==> src/rtl/sram_burst_ctrl_pkg.sv <==
// Shared types and constants for the SRAM burst controller (package mem_pkg).
package mem_pkg;

    localparam int unsigned MEM_BURST_LEN = 16;
    localparam int unsigned MEM_ADDR_W    = 24;

    typedef enum logic [2:0] {
        ST_IDLE,
        ST_RD_ACCESS,
        ST_WR_SETUP,
        ST_WR_PULSE,
        ST_WR_HOLD,
        ST_TAIL
    } mem_state_e;

endpackage

==> src/rtl/sram_burst_ctrl_if.sv <==
// Cache-side memory bus: request fields from the cache, ready/return path back.
interface sram_burst_ctrl_if;
    import mem_pkg::*;

    logic [MEM_ADDR_W-1:0] mem_addr;
    logic                  mem_en;
    logic                  mem_wr;
    logic                  mem_rburst;
    logic                  mem_wburst;
    logic [7:0]            mem_wdata;
    logic                  mem_rdy;
    logic [7:0]            mem_rdata;
    logic [7:0]            mem_rdata0;
    logic                  mem_rdata_load;

    modport master (
        output mem_addr, mem_en, mem_wr, mem_rburst, mem_wburst, mem_wdata,
        input  mem_rdy, mem_rdata, mem_rdata0, mem_rdata_load
    );

    modport slave (
        input  mem_addr, mem_en, mem_wr, mem_rburst, mem_wburst, mem_wdata,
        output mem_rdy, mem_rdata, mem_rdata0, mem_rdata_load
    );

endinterface

==> src/rtl/sram_burst_ctrl.sv <==
// Byte-wide asynchronous SRAM controller serving the instruction cache:
// single reads, single writes and wrapping read bursts for line fills.
// Optional build macro SRAM_INPUT_REG_EN registers sram_dq_i before use,
// delaying each read strobe by one cycle and adding a TAIL state.
module sram_burst_ctrl
    import mem_pkg::*;
#(
    parameter int unsigned WAIT_STATES = 1,
    parameter int unsigned BURST_LEN   = MEM_BURST_LEN
) (
    input  logic                  clk,
    input  logic                  rst_n,
    sram_burst_ctrl_if.slave      bus,
    output logic [MEM_ADDR_W-1:0] sram_addr,
    output logic [7:0]            sram_dq_o,
    output logic                  sram_dq_oe,
    input  logic [7:0]            sram_dq_i,
    output logic                  sram_ce_n,
    output logic                  sram_oe_n,
    output logic                  sram_we_n
);

    localparam int unsigned     BW        = $clog2(BURST_LEN);
    localparam logic [3:0]      WAIT_LAST = 4'(WAIT_STATES);
    localparam logic [BW-1:0]   BEAT_LAST = BW'(BURST_LEN - 1);

`ifdef SRAM_INPUT_REG_EN
    localparam mem_state_e RD_DONE = ST_TAIL;
`else
    localparam mem_state_e RD_DONE = ST_IDLE;
`endif

    mem_state_e    state_q, state_d;
    logic [3:0]    wait_cnt_q;
    logic [BW-1:0] beat_cnt_q;
    logic          burst_q;
    logic [7:0]    rdata_q;
    logic          rdy;
    logic          wait_end;
    logic          rd_end;
    logic          rd_load;
    logic [7:0]    rd_byte;
    logic          load;
    logic [7:0]    load_byte;
    logic          unused_wburst;

    // Write bursts are not supported; the request bit is deliberately dropped.
    assign unused_wburst = bus.mem_wburst;

    assign wait_end = (wait_cnt_q == WAIT_LAST);

    // State register
    always_ff @(posedge clk or negedge rst_n) begin
        if (!rst_n) state_q <= ST_IDLE;
        else        state_q <= state_d;
    end

    // Next-state decode and SRAM strobe generation
    always_comb begin
        state_d    = state_q;
        rd_end     = 1'b0;
        rdy        = 1'b0;
        sram_ce_n  = 1'b1;
        sram_oe_n  = 1'b1;
        sram_we_n  = 1'b1;
        sram_dq_oe = 1'b0;
        case (state_q)
            ST_IDLE: begin
                rdy = 1'b1;
                if (bus.mem_en) state_d = bus.mem_wr ? ST_WR_SETUP : ST_RD_ACCESS;
            end
            ST_RD_ACCESS: begin
                sram_ce_n = 1'b0;
                sram_oe_n = 1'b0;
                if (wait_end) begin
                    rd_end = 1'b1;
                    if (!burst_q || beat_cnt_q == BEAT_LAST) state_d = RD_DONE;
                end
            end
            ST_WR_SETUP: begin
                sram_ce_n  = 1'b0;
                sram_dq_oe = 1'b1;
                state_d    = ST_WR_PULSE;
            end
            ST_WR_PULSE: begin
                sram_ce_n  = 1'b0;
                sram_dq_oe = 1'b1;
                sram_we_n  = 1'b0;
                if (wait_end) state_d = ST_WR_HOLD;
            end
            ST_WR_HOLD: begin
                sram_ce_n  = 1'b0;
                sram_dq_oe = 1'b1;
                state_d    = ST_IDLE;
            end
            ST_TAIL: state_d = ST_IDLE;
            default: state_d = ST_IDLE;
        endcase
    end

`ifdef SRAM_INPUT_REG_EN
    logic [7:0] dq_reg_q;
    logic       load_pend_q;

    // Input capture: the strobe trails the beat end by one cycle, so the
    // next burst beat's access overlaps the previous beat's strobe.
    always_ff @(posedge clk or negedge rst_n) begin
        if (!rst_n) begin
            dq_reg_q    <= '0;
            load_pend_q <= 1'b0;
        end else begin
            dq_reg_q    <= sram_dq_i;
            load_pend_q <= rd_end;
        end
    end

    assign rd_load = load_pend_q;
    assign rd_byte = dq_reg_q;
`else
    assign rd_load = rd_end;
    assign rd_byte = sram_dq_i;
`endif

    // A write completion strobes with the previous byte so the fill stream is untouched
    assign load      = rd_load | (state_q == ST_WR_HOLD);
    assign load_byte = rd_load ? rd_byte : rdata_q;

    assign bus.mem_rdy        = rdy;
    assign bus.mem_rdata      = rdata_q;
    assign bus.mem_rdata0     = load_byte;
    assign bus.mem_rdata_load = load;

    // Request capture, wait/beat counters and burst address stepping
    always_ff @(posedge clk or negedge rst_n) begin
        if (!rst_n) begin
            wait_cnt_q <= '0;
            beat_cnt_q <= '0;
            burst_q    <= 1'b0;
            sram_addr  <= '0;
            sram_dq_o  <= '0;
            rdata_q    <= '0;
        end else begin
            case (state_q)
                ST_IDLE: begin
                    wait_cnt_q <= '0;
                    beat_cnt_q <= '0;
                    if (bus.mem_en) begin
                        sram_addr <= bus.mem_addr;
                        burst_q   <= bus.mem_rburst & ~bus.mem_wr;
                        if (bus.mem_wr) sram_dq_o <= bus.mem_wdata;
                    end
                end
                ST_RD_ACCESS: begin
                    if (wait_end) begin
                        wait_cnt_q <= '0;
                        if (burst_q) begin
                            beat_cnt_q          <= beat_cnt_q + BW'(1);
                            sram_addr[BW-1:0]   <= sram_addr[BW-1:0] + BW'(1);
                        end
                    end else begin
                        wait_cnt_q <= wait_cnt_q + 4'd1;
                    end
                end
                ST_WR_PULSE: begin
                    if (wait_end) wait_cnt_q <= '0;
                    else          wait_cnt_q <= wait_cnt_q + 4'd1;
                end
                default: wait_cnt_q <= '0;
            endcase
            if (load) rdata_q <= load_byte;
        end
    end

endmodule

==> src/flat_wrapper.sv <==
// flat-port wrapper written by rule: the top's interface ports become plain ports
module sram_burst_ctrl_flat import mem_pkg::*;
#(
    parameter int unsigned WAIT_STATES = 1,
    parameter int unsigned BURST_LEN   = MEM_BURST_LEN
)
  (clk, rst_n, sram_addr, sram_dq_o, sram_dq_oe, sram_dq_i, sram_ce_n, sram_oe_n, sram_we_n, bus_mem_addr, bus_mem_en, bus_mem_wr, bus_mem_rburst, bus_mem_wburst, bus_mem_wdata, bus_mem_rdy, bus_mem_rdata, bus_mem_rdata0, bus_mem_rdata_load);
  sram_burst_ctrl_if bus_i ();
  input  logic clk;
  input  logic rst_n;
  output logic [MEM_ADDR_W-1:0] sram_addr;
  output logic [7:0] sram_dq_o;
  output logic sram_dq_oe;
  input  logic [7:0] sram_dq_i;
  output logic sram_ce_n;
  output logic sram_oe_n;
  output logic sram_we_n;
  input wire logic [$bits(bus_i.mem_addr)-1:0] bus_mem_addr;
  input wire logic [$bits(bus_i.mem_en)-1:0] bus_mem_en;
  input wire logic [$bits(bus_i.mem_wr)-1:0] bus_mem_wr;
  input wire logic [$bits(bus_i.mem_rburst)-1:0] bus_mem_rburst;
  input wire logic [$bits(bus_i.mem_wburst)-1:0] bus_mem_wburst;
  input wire logic [$bits(bus_i.mem_wdata)-1:0] bus_mem_wdata;
  output wire logic [$bits(bus_i.mem_rdy)-1:0] bus_mem_rdy;
  output wire logic [$bits(bus_i.mem_rdata)-1:0] bus_mem_rdata;
  output wire logic [$bits(bus_i.mem_rdata0)-1:0] bus_mem_rdata0;
  output wire logic [$bits(bus_i.mem_rdata_load)-1:0] bus_mem_rdata_load;
  assign bus_i.mem_addr = bus_mem_addr;
  assign bus_i.mem_en = bus_mem_en;
  assign bus_i.mem_wr = bus_mem_wr;
  assign bus_i.mem_rburst = bus_mem_rburst;
  assign bus_i.mem_wburst = bus_mem_wburst;
  assign bus_i.mem_wdata = bus_mem_wdata;
  assign bus_mem_rdy = bus_i.mem_rdy;
  assign bus_mem_rdata = bus_i.mem_rdata;
  assign bus_mem_rdata0 = bus_i.mem_rdata0;
  assign bus_mem_rdata_load = bus_i.mem_rdata_load;
  sram_burst_ctrl #(.WAIT_STATES(WAIT_STATES), .BURST_LEN(BURST_LEN)) u_core (.clk(clk), .rst_n(rst_n), .bus(bus_i), .sram_addr(sram_addr), .sram_dq_o(sram_dq_o), .sram_dq_oe(sram_dq_oe), .sram_dq_i(sram_dq_i), .sram_ce_n(sram_ce_n), .sram_oe_n(sram_oe_n), .sram_we_n(sram_we_n));
endmodule
==> config.mk <==
export PLATFORM = sky130hd
export DESIGN_NAME = sram_burst_ctrl_flat
export DESIGN_NICKNAME = d
export VERILOG_FILES = /design/src/rtl/sram_burst_ctrl_pkg.sv /design/src/rtl/sram_burst_ctrl_if.sv /design/src/rtl/sram_burst_ctrl.sv /design/src/flat_wrapper.sv
export SDC_FILE = /design/constraint.sdc
export NUM_CORES = 1
export LEC_CHECK = 0
export BUFFER_PORTS_ARGS = -buffer_cell sky130_fd_sc_hd__buf_2
export CORE_ASPECT_RATIO = 0.9
export CORE_MARGIN = 8
export CORE_UTILIZATION = 43
export DETAILED_ROUTE_END_ITERATION = 10
export HOLD_SLACK_MARGIN = 0.08
export PLACE_DENSITY_LB_ADDON = 0.1
export SYNTH_ARGS = -nofsm -noshare
export SYNTH_HDL_FRONTEND = slang
export SYNTH_SLANG_ARGS = --single-unit
==> constraint.sdc <==
create_clock -name clk -period 1.95 [get_ports clk]
set_input_delay 0.4875 -clock clk [delete_from_list [all_inputs] [get_ports clk]]
set_output_delay 0.4875 -clock clk [all_outputs]
set_load 0.01 [all_outputs]
After elaboration in Yosys (flattened, before gate mapping)
Cells that the tools add are included.
- equal/unequal tests: 11
- $add $sub $neg: 3
- reduce and logical (&&, ||, !) cells: 12
- bitwise logic cells: 3
- multiplexer cells: 23
- operators with widths (operator ; count):
    2-to-1 mux 4 bit ; 7
    case mux 4 bit (2 select lines) ; 2
    adder 4 x 1 -> 4 bit, second input constant ; 3
    2-to-1 mux 3 bit ; 4
    case mux 3 bit (4 select lines) ; 1
    2-to-1 mux 8 bit ; 1
    inequality test 2 x 1 -> 1 bit, second input constant ; 4
    AND reduction 4 bit ; 2
    2-to-1 mux 1 bit ; 7
    equality test 3 x 2 -> 1 bit, second input constant ; 2
    AND reduction 3 bit ; 2
    equality test 4 x 1 -> 1 bit, second input constant ; 1
    equality test 4 bit, second input constant ; 1
    OR reduction 4 bit ; 1
    equality test 3 x 1 -> 1 bit, second input constant ; 1
    equality test 3 bit, second input constant ; 1
    logical NOT 3 bit ; 1
    OR reduction 3 bit ; 1
    2-to-1 mux 2 bit ; 1
    inequality test 2 bit, second input constant ; 1
    AND reduction 2 bit ; 1
    nonzero test 2 bit ; 1
    OR reduction 2 bit ; 1
    bitwise AND 1 bit ; 1
    4 further kinds ; 4
- word-level logic and storage cells: 60
- register bits: 52
- input bits: 46

Longest topological paths before layout
Gate-level depths: netlist of the first run.
- depth after elaboration: 5
- gate-level depth with buffers: 6

Worst setup path after synthesis of the first run
Ideal clock, no wire load.
- path kind: reg-to-output
- from: register u_core.wait_cnt_q[1]
- to: output bus_mem_rdata0[0]
- arrival time: 1.504 ns
- buffers on the path: 1
- cell stages (with the launch flop): 7
- slack: -0.042 ns
- required time: 1.462 ns
- path through: dfrtp_1 > inv_1 > ha_1 > nor3b_2 > nand2_4 > buf_6 > mux2_2
- cells in the longest elaborated chain, start to end: 4
- ends and longest elaborated chain (what ; RTL line ; RTL):
    start, declared ; sram_burst_ctrl.sv:34 ; logic [3:0] wait_cnt_q;
    start signal, assigned ; sram_burst_ctrl.sv:161 ; wait_cnt_q <= wait_cnt_q + 4'd1;
    start signal, assigned ; sram_burst_ctrl.sv:166 ; else wait_cnt_q <= wait_cnt_q + 4'd1;
    equality test 4 x 1 -> 1 bit ; sram_burst_ctrl.sv:50 ; assign wait_end = (wait_cnt_q == WAIT_LAST);
    2-to-1 mux 1 bit ; sram_burst_ctrl.sv:75 ; if (wait_end) begin
    2-to-1 mux 1 bit ; sram_burst_ctrl.sv:67 ; case (state_q)
    2-to-1 mux 8 bit ; sram_burst_ctrl.sv:126 ; assign load_byte = rd_load ? rd_byte : rdata_q;
    end, declared ; flat_wrapper.sv:26 ; output wire logic [$bits(bus_i.mem_rdata0)-1:0] bus_mem_rdata0;
No other way between the ends.

Worst setup path in the final report of the first run
- from: register u_core.wait_cnt_q[1]
- to: output bus_mem_rdata0[2]
Same word-level chain as after synthesis.

==> reports/summary.md, run 1 <==
## Worst hold path
• classification of the worst-slack hold path: in2async

## Clock tree
• number of buffers inserted during clock tree synthesis: 5
• clock transition time at the flip-flop clock pins of the worst setup and hold paths: 0.09 ns
• library cell used as clock root buffer: clkbuf_8
• TritonCTS Sinks: 52
• Max Root-Sink Buffers: 2
• htree depth: 2
• clock latency at the later pin of the worst-skew pair: 0.30 ns
• clock tree from TritonCTS: done

## Yosys
• synthesis warning total: 0
• cells after synthesis: 184
• library cell occupying the most area in the post-synthesis netlist: dfrtp_1
• cell types occupying the most area after synthesis: dfrtp_1, mux2_2, ha_1
• unique cell type count in the Yosys netlist: 37
• Cell Area, Synth: 2364 um2
• Avg Inst Size Synth: 12.85 um2
• flops & latches, synth: 52
• count of flip-flops with a built-in enable after synthesis: 0
• dominant register cell in the synthesized netlist: dfrtp_1
• fraction of synthesized cell area taken by the top area cell type: 55.06%
• net count of the mapped netlist: 234
• proportion of synthesized chip area in sequential cells: 55.06%
• Synth async-reset ratio: 100.0%

## Pwr
• sequential share of power: 34.7%
• post-layout power: 5.396 mW
• VDD IR max: 0.8196 mV
• Sw Ratio: 37.92%
• standby leakage power: 1.599 nW
• switching power of the nets: 2.046 mW
• power per unit of standard cell area: 1675 nW/um2
• part of the total power dissipated in combinational logic: 54.1%
• internal portion of total power: 3.349 mW
• Clk pwr share: 11.3%

## Setup path
• critical path cell sequence: inv_1, ha_2, nor3b_4, nand2_4, mux2_2, buf_2
• CP required: 1.46 ns
• critical path type: reg2out
• crit-path leading delay family: simple AND/OR/NAND/NOR gates
• type of origin of the critical path: flop
• arrival time worst endpoint: 1.76 ns
• number of cells on the worst reg-to-reg path: 8
• largest stage delay on the critical path: 0.39 ns
• type of element capturing the critical path: output pin
• critical path buffer and inverter count: 2
• Critical-path top delay cell: dfrtp_1
• maximum net fanout on the critical path: 6
• total stage count of the critical path: 6

## Job
• maxcap violations: 0

## Detailed routing
• router iterations before antenna repair: 4
• Routed Wire Length: 5663 um
• vias: 1835
• via density per instance: 4.906
• WL/cell: 15.14 um
• DRC marker count from the first detailed-route iteration: 58
• DRT antenna net count: 0
• remaining routing DRC violations: 0

## STA
• final worst setup slack: -0.2988 ns
• relative slew slack: 68.78%
• final setup violating endpoints: 9
• setup repair after global routing missed its margin: yes
• shortest period the worst path allows: 2.249 ns
• worst hold slack after final layout: 0.1247 ns
• worst clock skew: 0.008297 ns
• total count of hold-check failures in the final report: 0
• Slew @ Worst Pin: 0.4683 ns
• max frequency: 444.7 MHz
• share of the clock period used by the worst path after layout: 115.3%
• final sum of negative setup slack: -2.561 ns
• count of pins over their slew limit: 0

## Finish
• fill cell instance count of the final layout: 438
• final design utilization: 60.95%
• share of cells above drive strength 1: 58.63%
• count of nets after finishing: 356
• layout overhead on the synthesized area: 36.32%
• number of diodes: 0
• non-filler cells in the finished layout: 374

## Floorplan
• placeable core area: 5286 um2
• Horiz. Die Dim: 94.15 um
• effective utilization at floorplan: 44.71%
• count of standard-cell rows: 25
• DIE AREA: 8128 um2
• die extent in y: 86.34 um
• total I/O pin count: 100

## Global route
• first-pass GRT wire length: 9156 um
• number of global-route vias before repair: 1978
• largest net degree at the start of global routing: 23
• Total GRT Usage: 14.04%
• overflow left after global routing: 0
• initial antenna violation count: 0

## Run status
• failing checks: setup timing
• result of the run: complete, but fails checks

## Place
• GP Congestion: 0.7816
• HPWL reported at the end of detailed placement: 4350 um
• number of cells in the design after placement: 355
• number of port buffers: 98

## synth_stat cells, drive strengths merged (3+ instances only)
cell type / n
nor3: 3
dfrtp: 52
nand2: 9
nor3b: 3
nand3: 3
mux2: 44
a21oi: 5
nor2: 11
ha: 4
inv: 6
a22o: 3
buf: 6
o21ai: 9
and3: 3
## registers in the layout, summed over array words and instances, names as in the netlist
| register | count |
|---|---|
| u_core.sram_addr | 24 |
| u_core.state_q | 3 |
| u_core.beat_cnt_q | 4 |
| u_core.sram_dq_o | 8 |
| u_core.burst_q | 1 |
| u_core.bus.mem_rdata | 8 |
| u_core.wait_cnt_q | 4 |
## cell usage in the layout (no fill, tap or decap), types with 2 or more instances in the layout
cell      count
mux2i_1       2
o21ai_0       8
nor2b_1       2
and3_1        3
o22a_1        2
xor2_1        2
a31oi_1       2
a21oi_1       5
a22o_1        3
clkbuf_8      5
buf_2        96
nor3b_4       2
nor3_1        2
ha_1          3
mux2_2       44
buf_6         4
nand2b_1      2
buf_12        2
nand2_1       8
inv_1         5
nand3_1       3
nor2_1       11
dfrtp_1      52
buf_4        18
inv_6         2
## final timing paths
kind	start	endpoint	slack [ns]
min in group clk	bus_mem_addr[8]	u_core.sram_addr[8]	0.41
worst min-delay path	rst_n	u_core.burst_q	0.12
max in group asynchronous	rst_n	u_core.bus.mem_rdata[6]	1.24
worst max register to register	u_core.state_q[0]	u_core.state_q[1]	0.16
worst min register to register	u_core.sram_addr[12]	u_core.sram_addr[12]	0.51
worst max-delay path	u_core.wait_cnt_q[1]	bus_mem_rdata0[2]	-0.30
## kinds of logic after synthesis
kind of cell | share of synthesized area, %
AO/OA/AOI/OAI | 7.465
XOR/XNOR | 1.112
adder cells (fa/ha/maj) | 2.118
buffers and inverters | 2.488
flip-flops | 55.06
multiplexers | 21.81
AND/OR/NAND/NOR | 9.953
## stage by stage
step                      setup WS [ns]  cell area [um2]
after floorplan                 0.02892             2370
after global placement          0.04633             3010
after detailed placement        0.02736             3010
after CTS                       -0.2995             3181
after global routing            -0.4109             3222
final                           -0.2988             3222
## power groups by stage
stage / combinational, mW / clock (mW) / sequential [mW]
after detailed placement: 2.68 / 0 / 1.89
after floorplan: 1.42 / 0 / 2.08
after global routing: 3.19 / 0.688 / 1.94
final: 2.92 / 0.608 / 1.87
after global placement: 2.65 / 0 / 1.86
after CTS: 2.85 / 0.647 / 1.87
## repair_timing
| action | 4_1_cts | 5_1_grt |
|---|---|---|
| buffers inserted | 7 | 4 |
| pin swaps | 2 | 2 |
| hold buffers | 0 | 0 |
| resized for setup | 5 | 7 |
| cloned | 1 | 0 |
| setup endpoints to repair | 10 | 10 |
## cell type report
| class | count | area [um2] | share of cell area, % |
|---|---|---|---|
| inverters | 6 | 27.53 | 0.8544 |
| clock inverters | 3 | 21.27 | 0.6602 |
| flip-flops and latches | 52 | 1301 | 40.39 |
| well taps | 67 | 83.83 | 2.602 |
| clock buffers | 5 | 68.82 | 2.136 |
| repair buffers | 120 | 700.7 | 21.75 |
| multi-input cells | 121 | 1018 | 31.61 |
## worst reg2reg max path, stage by stage, from the launching register on
cell	delay, ns
dfrtp_1	0.39
nor3b_4	0.15
buf_6	0.13
buf_6	0.11
buf_12	0.12
buf_4	0.13
and3_1	0.20
nor3b_1	0.29
o32a_1	0.21
## routing by layer
| layer | global-route usage [%] | vias up | share of wire, % |
|---|---|---|---|
| met4 | 4.317 | 0 | 0.90 |
| li1 | - | 900 | - |
| met1 | 16.00 | 872 | 41 |
| met3 | 6.131 | 7 | 9.2 |
| met5 | 0 | - | 0 |
| met2 | 23.04 | 56 | 49 |
(Power assumes the default switching activity.)
==> run 2, diff against run 1 <==
- CORE_UTILIZATION: 43 -> 30
- SKIP_CTS_REPAIR_TIMING: not set -> 1
==> run 2 against run 1 <==
Against the previous run:
- the run still ends with setup timing left
- sequential power hardly changed
- routed wire length up 7.0%
- final cell count is 8.0% higher
- setup slack improved by 0.012 ns
- core utilization decreased by 18 points
- fmax grew 0.52%
- combinational power hardly changed
- count of clock-buffer cells in the layout is 2 higher
- cell area rose by 0.62%
==> reports/summary.md, run 2 (synthesis gave the netlist of run 1 again) <==
## Run status
• result of the run: complete, but fails checks
• failing checks: setup timing

## Clock tree
• TritonCTS Sinks: 52
• Max Root-Sink Buffers: 2
• number of buffers inserted during clock tree synthesis: 5
• clock transition time at the flip-flop clock pins of the worst setup and hold paths: 0.09 ns
• library cell used as clock root buffer: clkbuf_8
• htree depth: 2
• clock tree from TritonCTS: done
• clock latency at the later pin of the worst-skew pair: 0.30 ns

## Floorplan
• placeable core area: 7582 um2
• Horiz. Die Dim: 109.6 um
• count of standard-cell rows: 30
• DIE AREA: 10980 um2
• total I/O pin count: 100
• effective utilization at floorplan: 31.17%
• die extent in y: 100.2 um

## Setup path
• register-to-register setup slack: 0.18 ns
• CP required: 1.46 ns
• reg-to-reg endpoint: u_core.state_q[1]
• arrival time worst endpoint: 1.75 ns
• type of element capturing the critical path: output pin
• type of origin of the critical path: flop
• worst r2r src: u_core.wait_cnt_q[1]
• end point of the critical path: bus_mem_rdata0[7]
• maximum net fanout on the critical path: 8
• critical path type: reg2out
• number of cells on the worst reg-to-reg path: 8
• launching element of the worst setup path: u_core.wait_cnt_q[1]

## Finish
• number of diodes: 0
• flip-flop count of the largest register after layout: 24
• fill cell instance count of the final layout: 734
• most frequent standard cell in the layout excluding fill and tap cells: buf_2
• area of the multi-input gates: 1021 um2
• count of nets after finishing: 357
• non-filler cells in the finished layout: 404
• layout overhead on the synthesized area: 37.16%
• sequential cell area in the final layout: 1301 um2
• share of cells above drive strength 1: 58.44%
• commonest cells after routing, fill and taps aside: buf_2, dfrtp_1, mux2_2
• largest reg by FF count: u_core.sram_addr

## Detailed routing
• WL/cell: 15.00 um
• router iterations before antenna repair: 4
• via density per instance: 4.668
• vias: 1886
• remaining routing DRC violations: 0
• Routed Wire Length: 6060 um
• DRC marker count from the first detailed-route iteration: 60
• DRT antenna net count: 0

## STA
• final sum of negative setup slack: -2.410 ns
• final setup violating endpoints: 9
• shortest period the worst path allows: 2.237 ns
• relative slew slack: 70.72%
• share of the clock period used by the worst path after layout: 114.7%
• max frequency: 447.0 MHz
• total count of hold-check failures in the final report: 0
• final worst setup slack: -0.2873 ns
• setup repair after global routing missed its margin: yes
• count of pins over their slew limit: 0
• worst clock skew: 0.003295 ns
• Slew @ Worst Pin: 0.4379 ns

## Pwr
• standby leakage power: 1.600 nW
• power per unit of standard cell area: 1668 nW/um2
• post-layout power: 5.407 mW
• VDD IR max: 0.6298 mV

## Global route
• first-pass GRT wire length: 9515 um
• largest net degree at the start of global routing: 53
• overflow left after global routing: 0
• Total GRT Usage: 10.85%
• initial antenna violation count: 0
• number of global-route vias before repair: 1883

## Job
• maxcap violations: 0

## Place
• GP Congestion: 0.7193
• HPWL reported at the end of detailed placement: 4461 um
• number of cells in the design after placement: 384
• number of port buffers: 98

## Worst hold path
• classification of the worst-slack hold path: in2async

==> run 2: cell count changes in the layout (fill, tap and decap cells not counted), sizes merged <==
cell / before / now
buf: 120 / 121
clkbuf: 5 / 7
clkinv: 1 / 0
inv: 7 / 6
==> run 2: where the power goes <==
group          internal [mW]  switching, mW  leakage [nW]  total [mW]
registers               1.58          0.284         0.631        1.86
clock network          0.289          0.351        0.0445       0.640
logic                   1.49           1.42         0.924        2.91
total                   3.36           2.05          1.60        5.41
==> run 2: worst max-delay path, cell delays in order (launching register included) <==
cell and delay [ns]:
dfrtp_1 0.39, inv_1 0.05, ha_1 0.15, nor3b_4 0.27, nand2_4 0.14, mux2_2 0.31
buf_2 0.14
==> run 2: worst min path at each step <==
stage,slack (ns),endpoint,from
6_report,0.15,u_core.sram_addr[15],rst_n
5_1_grt,0.18,u_core.sram_addr[15],rst_n
4_1_cts,0.17,u_core.sram_addr[15],rst_n
3_5_place_dp,0.49,u_core.sram_addr[14],u_core.sram_addr[14]
3_3_place_gp,0.48,u_core.sram_dq_o[6],u_core.sram_dq_o[6]
2_1_floorplan,0.19,u_core.beat_cnt_q[0],rst_n
==> run 2: final cells by class <==
| type | count | area share [%] |
|---|---|---|
| inverter | 6 | 0.6947 |
| multi-input combinational | 121 | 31.49 |
| sequential | 52 | 40.14 |
| clock buffer | 7 | 2.663 |
| tap | 96 | 3.705 |
| timing repair buffer | 121 | 21.07 |
| clock inverter | 1 | 0.2316 |
==> run 2: metrics by stage <==
step	instance area [um2]	setup slack (ns)	hold WS (ns)	util (%)
2_1_floorplan	2370	0.02892	0.1919	-
3_3_place_gp	3047	0.03342	0.4832	40.18
3_5_place_dp	3047	-0.003944	0.4873	40.18
4_1_cts	3141	-0.3487	0.1665	41.42
5_1_grt	3242	-0.3790	0.1779	42.76
6_report	3242	-0.2873	0.1539	42.76
==> run 2: routing by layer <==
metal  up-vias  wire, um  global-route usage (%)
met1       909      2680                   13.97
li1        905         -                       -
met2        64      2731                   15.80
met5         -         0                       0
met4         0        62                   3.423
met3         8       586                   4.805
